--- config.mk ---
export PLATFORM = sky130hd
export DESIGN_NAME = regfile_dump
export DESIGN_NICKNAME = d
export VERILOG_FILES = /design/src/rtl/regfile_dump.sv
export SDC_FILE = /design/constraint.sdc
export NUM_CORES = 1
export LEC_CHECK = 0
export CORE_MARGIN = 2
export CORE_UTILIZATION = 48
export DETAILED_ROUTE_END_ITERATION = 12
export PLACE_DENSITY_LB_ADDON = 0.15
export SKIP_CTS_REPAIR_TIMING = 1
export SYNTH_ARGS = -nofsm -noshare
export SYNTH_HDL_FRONTEND = slang
export SYNTH_SLANG_ARGS = --single-unit
--- constraint.sdc ---
create_clock -name clk -period 2.8 [get_ports clk]
set_input_delay 0.84 -clock clk [delete_from_list [all_inputs] [get_ports clk]]
set_output_delay 0.84 -clock clk [all_outputs]
set_load 0.005 [all_outputs]
--- src/rtl/regfile_dump.sv ---
`default_nettype none
// ============================================================================
// regfile_dump : walks a register mask in ascending order and streams each
//                register value with its index over valid/ready.
// Revision     : 1.0
// ============================================================================
module regfile_dump #(
  parameter int N    = 16,
  parameter int NREG = 8,
  parameter int RW   = 3
) (
  input  logic            clk,
  input  logic            reset_n,
  input  logic            start,
  input  logic [NREG-1:0] mask,
  output logic [RW-1:0]   readnum,
  input  logic [N-1:0]    rf_data,
  output logic [N-1:0]    out_data,
  output logic [RW-1:0]   out_idx,
  output logic            out_valid,
  input  logic            out_ready,
  output logic            busy,
  output logic            done
);

  typedef enum logic [1:0] {
    IDLE  = 2'd0,
    FETCH = 2'd1,
    SEND  = 2'd2,
    DONE  = 2'd3
  } state_t;

  state_t          state_q, state_d;
  logic [NREG-1:0] pend_mask_q, pend_mask_d;
  logic [N-1:0]    out_data_q, out_data_d;
  logic [RW-1:0]   out_idx_q, out_idx_d;
  logic            out_valid_q, out_valid_d;
  logic [RW-1:0]   cur_idx;
  logic [NREG-1:0] pend_clr;

  // Descending scan so the last hit, and therefore the winner, is the lowest set bit.
  always_comb begin
    cur_idx = '0;
    for (int i = NREG - 1; i >= 0; i--) begin
      if (pend_mask_q[i]) cur_idx = RW'(i);
    end
  end

  assign pend_clr = pend_mask_q & ~(NREG'(1) << out_idx_q);

  always_comb begin
    state_d     = state_q;
    pend_mask_d = pend_mask_q;
    out_data_d  = out_data_q;
    out_idx_d   = out_idx_q;
    out_valid_d = out_valid_q;
    readnum     = '0;
    case (state_q)
      IDLE: begin
        if (start) begin
          if (mask != '0) begin
            pend_mask_d = mask;
            state_d     = FETCH;
          end else begin
            state_d = DONE;
          end
        end
      end
      FETCH: begin
        readnum     = cur_idx;
        out_data_d  = rf_data;
        out_idx_d   = cur_idx;
        out_valid_d = 1'b1;
        state_d     = SEND;
      end
      SEND: begin
        readnum = out_idx_q;
        if (out_ready) begin
          pend_mask_d = pend_clr;
          out_valid_d = 1'b0;
          state_d     = (pend_clr == '0) ? DONE : FETCH;
        end
      end
      DONE: begin
        state_d = IDLE;
      end
      default: begin
        state_d = IDLE;
      end
    endcase
  end

  always_ff @(posedge clk) begin
    if (!reset_n) begin
      state_q     <= IDLE;
      pend_mask_q <= '0;
      out_data_q  <= '0;
      out_idx_q   <= '0;
      out_valid_q <= 1'b0;
    end else begin
      state_q     <= state_d;
      pend_mask_q <= pend_mask_d;
      out_data_q  <= out_data_d;
      out_idx_q   <= out_idx_d;
      out_valid_q <= out_valid_d;
    end
  end

  assign out_data  = out_data_q;
  assign out_idx   = out_idx_q;
  assign out_valid = out_valid_q;
  assign busy      = (state_q != IDLE);
  assign done      = (state_q == DONE);

endmodule
`default_nettype wire

==> results of run 1 <==
flip-flops by register name (all words and copies together), names as in the netlist:
| signal | count |
|---|---|
| out_data | 16 |
| pend_mask_q | 8 |
| out_idx | 3 |
| state_q | 2 |
| out_valid | 1 |
tightest hold or removal path: stages, from the launching register on:
cell and delay [ns]:
dfxtp_1 0.34, mux2i_1 0.06, nor2_1 0.07
per-stage QoR:
step,hold WS [ns],power (mW),cell area (um^2)
floorplan,0.479,1.03,1530
detailed placement,0.486,1.34,2110
finish,0.502,1.81,2240
global placement,0.467,1.31,2110
global route,0.539,1.92,2240
CTS,0.511,1.80,2220
cell families after synthesis:
kind of cell | share of synthesized area
AO/OA/AOI/OAI | 0.223
multiplexers | 0.118
flip-flops | 0.392
AND/OR/NAND/NOR | 0.183
buffers and inverters | 0.0425
adder cells (fa/ha/maj) | 0.0409
layout by cell type, fill, tap and decap left out, types with 2 or more instances in the layout:
cell              n
nor2b_4           2
ha_1              4
o21ai_0          17
nor4_2            2
inv_1             5
a21oi_1           7
nand2_1          10
clkbuf_4          5
dlymetal6s2s_1    3
nand2b_1          7
buf_4             6
nand3_1           2
nor2b_1           4
nor2_1           24
bufinv_16         2
mux2i_1          18
nor3_1            2
a21boi_1          2
o32ai_1           2
a32o_1            8
a31oi_1           2
inv_2             2
o31ai_1           3
dfxtp_1          29
clkdlybuf4s50_1  49
worst max path at each step:
stage               start          to  slack [ns]  depth (start not counted)
6_report       state_q[1]  readnum[2]        0.34                          7
5_1_grt        state_q[1]  readnum[2]        0.18                          7
4_1_cts        state_q[1]  readnum[2]       -0.24                          7
3_5_place_dp   state_q[1]  readnum[1]        0.18                          7
3_3_place_gp   state_q[1]  readnum[2]        0.21                          7
2_1_floorplan  state_q[1]  readnum[2]        0.75                          6
cell type report:
cell class | count | area [um^2] | share of cell area
multi-input combinational | 128 | 877 | 0.391
sequential | 30 | 602 | 0.268
timing repair buffer | 58 | 573 | 0.255
clock inverter | 2 | 60.1 | 0.0268
tap | 44 | 55.1 | 0.0245
clock buffer | 6 | 51.3 | 0.0229
inverter | 7 | 26.3 | 0.0117
power groups by stage:
stage	Combinational (mW)	Sequential, mW	Clock (mW)
3_5_place_dp	0.727	0.608	0
4_1_cts	0.733	0.600	0.470
2_1_floorplan	0.449	0.585	0
3_3_place_gp	0.706	0.599	0
6_report	0.741	0.605	0.468
5_1_grt	0.822	0.619	0.482
routing by layer:
layer,up-vias,GRT usage
met5,-,0
met4,0,0.0839
met3,13,0.0746
met2,52,0.435
met1,707,0.292
li1,738,-
==> metrics.md, run 1 <==
| Metric | Value |
|---|---|
| Switch Pwr | `slightly below 0.6 mW` |
| Die footprint | `3660 um^2` |
| Clk_skew | `0.0139 ns` |
| Worst Path Max Fanout | `4` |
| Hold depth | `2` |
| Antenna cells | `0` |
| Period minus WS final | `between 2 and 2.5 ns` |
| Synth unique cells | `32` |
| Fmax | `406 MHz` |
| Buf/Inv on CP | `2` |
| Uppermost layer routed | `met4` |
| Via count | `between 1500 and 2000` |
| Sequential power share | `0.333` |
| Initial Utilization | `0.501` |
| Min-Delay Endpoint | `out_data[3]` |
| Wire length on met1 | `1720 um` |
| R2R cell count | `7` |
| Async set-reset flop share out of synthesis | `0` |
| Top cell type's share of synthesized area | `0.392` |
| Clk_lat worst skew | `0.34 ns` |
| DP Cell Count | `between 200 and 300` |
| Final hold vios | `0` |
| FP Rows | `20` |
| Commonest cells post-synth | `dfxtp_1 (30), nor2_1 (24), mux2i_1 (18)` |
| CP cell instances | `inv_2, ha_1, nor2b_4, nor2b_2, nand3_1, a21boi_1, dlymetal6s2s_1` |
| CTS tree | `built` |
| Comb power frac | `0.409` |
| Die height | `roughly 60 um` |
| WL met3 | `260 um` |
| Average via count per standard cell | `5.49` |
| Yosys reg bits | `30` |
| RR Endpoint | `state_q[1]` |
| Max Cap Violations | `0` |
| DR pass1 iterations | `4` |
| Sequential-to-total area share from yosys stat | `0.392` |
| Worst hold path type | `register to register` |
| Clk pwr share | `0.258` |
| Top delay family on crit path | `simple AND/OR/NAND/NOR gates` |
| CP Launch Type | `register` |
| Pint | `1.22 mW` |
| Inserted Clock Buffers | `5` |
| Final wirelength | `between 4000 and 5000 um` |
| Met2 WL | `2010 um` |
| # DRC | `0` |
| Half-perimeter wire length after placement | `3060 um` |
| Hold_sp | `out_data[3]` |
| Post-Syn Nets | `207` |
| Final Non-Filler Cells | `around 280` |
| Layout area overhead | `46.7%` |
| Req. time, crit path | `1.96 ns` |
| # port buffers | `52` |
| RSZ-0062 raised after global routing | `false` |
| Post-DRT Antenna Nets | `0` |
| H-tree levels | `2` |
| Share of cells above drive strength 1 | `0.104` |
| Clock Sinks | `30` |
| Core Area | `3050 um^2` |
| Post-Syn Area | `1530 um^2` |
| Ys flop type | `dfxtp_1` |
| Critical path arrival | `approximately 1.6 ns` |
| GRT Overall Usage | `0.249` |
| Final core utilization | `0.735` |
| CP max stage delay | `0.36 ns` |
| Fill cells | `approximately 240` |
| Final setup violation count | `0` |
| Reg2reg start | `state_q[0]` |
| Final WS setup | `approximately 0.34 ns` |
| Initial antenna violation count | `0` |
| Pwr Density | `808 nW/um^2` |
| R2R Setup Slk | `0.99 ns` |
| CP max-delay cell | `dfxtp_2` |
| CTS root buf | `clkbuf_4` |
| Num ports | `53` |
| Cells after Synth | `174` |
| Maximum vdd ir drop | `between 700 and 800 uV` |
| Top post-synthesis cells by area | `dfxtp_1 (39%), mux2i_1 (12%), nor2_1 (5.9%)` |
| Routed len/inst | `14.8 um` |
| Syn_area_per_cell | `8.79 um^2` |
| Vias in the first global route | `1505` |
| Relative slew margins | `0.701` |
| Die Wd | `60.5 um` |
| Synth area leader | `dfxtp_1` |
| Final period utilization | `0.880` |
| Setup tns final | `0 ns` |
| Critical Path End Type | `output pin` |
| LEAKAGE | `0.874 nW` |
| Yosys warnings | `0` |
| CP Class | `register to output pin` |
| Reg clk slew, reported paths | `0.11 ns` |
| Pre-CTS setup slack | `0.183 ns` |
| Final Max Tran Viols | `0` |
| Sw Ratio | `0.326` |
| Post-synth EDFFs | `0` |
| Status | `complete, no violations` |
| Final net count | `263` |
| Max Root-Sink Buffers | `2` |
| First-pass GRT wire length | `6720 um` |
| Grt ovf | `0` |
| Largest net degree at the start of global routing | `22` |
| Slew @ Worst Pin | `0.448 ns` |
| Top-count cell post-synth | `dfxtp_1` |
| GP Congestion | `0.824` |
| Initial detailed-routing violation count | `81` |
(Power assumes the default switching activity.)
==> run 2, diff against run 1 <==
--- a/config.mk
+++ b/config.mk
@@ -6,7 +6,7 @@
 export NUM_CORES = 1
 export LEC_CHECK = 0
 export CORE_MARGIN = 2
-export CORE_UTILIZATION = 48
+export CORE_UTILIZATION = 45
 export DETAILED_ROUTE_END_ITERATION = 12
 export PLACE_DENSITY_LB_ADDON = 0.15
 export SKIP_CTS_REPAIR_TIMING = 1
==> metrics.md, run 2 (synthesis gave the netlist of run 1 again) <==
| Metric | Value |
|---|---|
| Average via count per standard cell | `5.27` |
| Final Max Tran Viols | `0` |
| Share of cells above drive strength 1 | `0.117` |
| Antenna cells | `0` |
| Total power | `1.62 mW` |
| Reg2reg start | `state_q[0]` |
| Initial Utilization | `0.462` |
| Multi-input gate area in the final layout | `888 um^2` |
| Setup crit end | `readnum[2]` |
| RR Endpoint | `pend_mask_q[3]` |
| Half-perimeter wire length after placement | `2820 um` |
| Grt ovf | `0` |
| Post-DRT Antenna Nets | `0` |
| GP Congestion | `0.891` |
| Inserted Clock Buffers | `5` |
| Die footprint | `3880 um^2` |
| Max Root-Sink Buffers | `2` |
| Period minus WS final | `about 2.5 ns` |
| R2R cell count | `6` |
| Layout area overhead | `44.6%` |
| Setup tns final | `0 ns` |
| Maximum vdd ir drop | `453 uV` |
| Clk pwr share | `0.171` |
| Pre-CTS setup slack | `0.0703 ns` |
| Relative slew margins | `0.700` |
| Initial antenna violation count | `0` |
| First-pass GRT wire length | `6410 um` |
| # DRC | `0` |
| Comb power frac | `0.454` |
| Final WS setup | `0.297 ns` |
| Initial detailed-routing violation count | `72` |
| Max Cap Violations | `0` |
| Origin of the worst setup path | `state_q[1]` |
| Req. time, crit path | `1.96 ns` |
| Via count | `1460` |
| CTS root buf | `clkbuf_4` |
| Most frequent cells in the layout | `clkdlybuf4s50_1 (49), dfxtp_1 (28), nor2_1 (24)` |
| Placed cell area | `2110 um^2` |
| H-tree levels | `2` |
| Clk_lat worst skew | `0.33 ns` |
| Crit-path most repeated cell | `nor2b_4` |
| Fmax | `400 MHz` |
| Fill cells | `286` |
| Register area | `603 um^2` |
| Sw Ratio | `0.351` |
| Pint | `between 1 and 1.5 mW` |
| Routed len/inst | `13.5 um` |
| Worst hold path type | `register to register` |
| Final setup violation count | `0` |
| CTS tree | `built` |
| CP Launch Type | `register` |
| Clock Sinks | `30` |
| DR pass1 iterations | `4` |
| Largest net degree at the start of global routing | `22` |
| Vias in the first global route | `1467` |
| Final hold vios | `0` |
| CP Class | `register to output pin` |
| Status | `complete, no violations` |
| Most common cell after layout, fill and taps aside | `clkdlybuf4s50_1` |
| Design Area, Final | `2210 um^2` |
| Clk_skew | `approximately 0.010 ns` |
| Max reg flops | `16` |
| Final period utilization | `0.894` |
| R2R Setup Slk | `1.03 ns` |
| Sequential power share | `0.375` |
| CP cell instances | `inv_2, ha_2, nor2b_4, nor2b_4, nand3_1, a21boi_1, dlymetal6s2s_1` |
| RSZ-0062 raised after global routing | `false` |
| Pwr Density | `between 700 and 800 nW/um^2` |
| FP Rows | `21` |
| Final wirelength | `3730 um` |
| Core Area | `3310 um^2` |
| Critical path arrival | `1.66 ns` |
| Die Wd | `62.3 um` |
| Slew @ Worst Pin | `0.447 ns` |
| Critical Path End Type | `output pin` |
| Die height | `62.3 um` |
| LEAKAGE | `~0.85 nW` |
| CP max stage delay | `~0.35 ns` |
| Switch Pwr | `~0.57 mW` |
| Reg clk slew, reported paths | `0.10 ns` |
| Final net count | `between 200 and 300` |
| # port buffers | `52` |
| CP max-delay cell | `dfxtp_2` |
| Num ports | `53` |
| Worst Path Max Fanout | `4` |
| GRT Overall Usage | `0.207` |
==> run 2: power groups by stage <==
stage               clock network, mW  registers, mW  logic (mW)
floorplan                           0          0.585       0.449
global placement                    0          0.601       0.709
detailed placement                  0          0.607       0.720
CTS                             0.284          0.598       0.723
global route                    0.308          0.620       0.816
finish                          0.276          0.606       0.734
==> run 2: critical path, delay by kind of cell (launching register included) <==
kind | cells | cell delay (ns)
DFF | 1 | 0.35
AOI/OAI and AO/OA | 1 | 0.16
buffers and inverters | 2 | 0.22
adders and majority gates | 1 | 0.18
and+or+nand+nor | 3 | 0.42
==> run 2: final cells by class <==
type / count / area share
clock buffer: 6 / 0.0232
clock inverter: 2 / 0.00566
inverter: 7 / 0.0119
multi-input combinational: 128 / 0.402
sequential: 30 / 0.273
tap: 46 / 0.0260
timing repair buffer: 58 / 0.259
==> run 2: metal layers <==
metal  vias up  GRT usage  wire length, um
met5         -          0                0
met4         0     0.0722               31
met3         4     0.0797              199
met2        38      0.355             1870
met1       687      0.235             1630
li1        731          -                -
==> run 2: how the worst min path moves through the flow <==
stage	start	end	slack, ns	cells after the start
6_report	out_data[13]	out_data[13]	0.50	2
5_1_grt	out_data[5]	out_data[5]	0.53	2
4_1_cts	out_data[8]	out_data[8]	0.51	2
3_5_place_dp	out_data[0]	out_data[0]	0.48	2
3_3_place_gp	out_data[6]	out_data[6]	0.47	2
2_1_floorplan	out_valid	out_valid	0.48	2
==> run 2: per-stage QoR <==
step	std cells	hold slack (ns)	utilization
finish	277	0.505	0.668
CTS	277	0.509	0.658
global route	277	0.535	0.668
global placement	269	0.471	0.639
detailed placement	269	0.478	0.639
floorplan	174	0.479	-
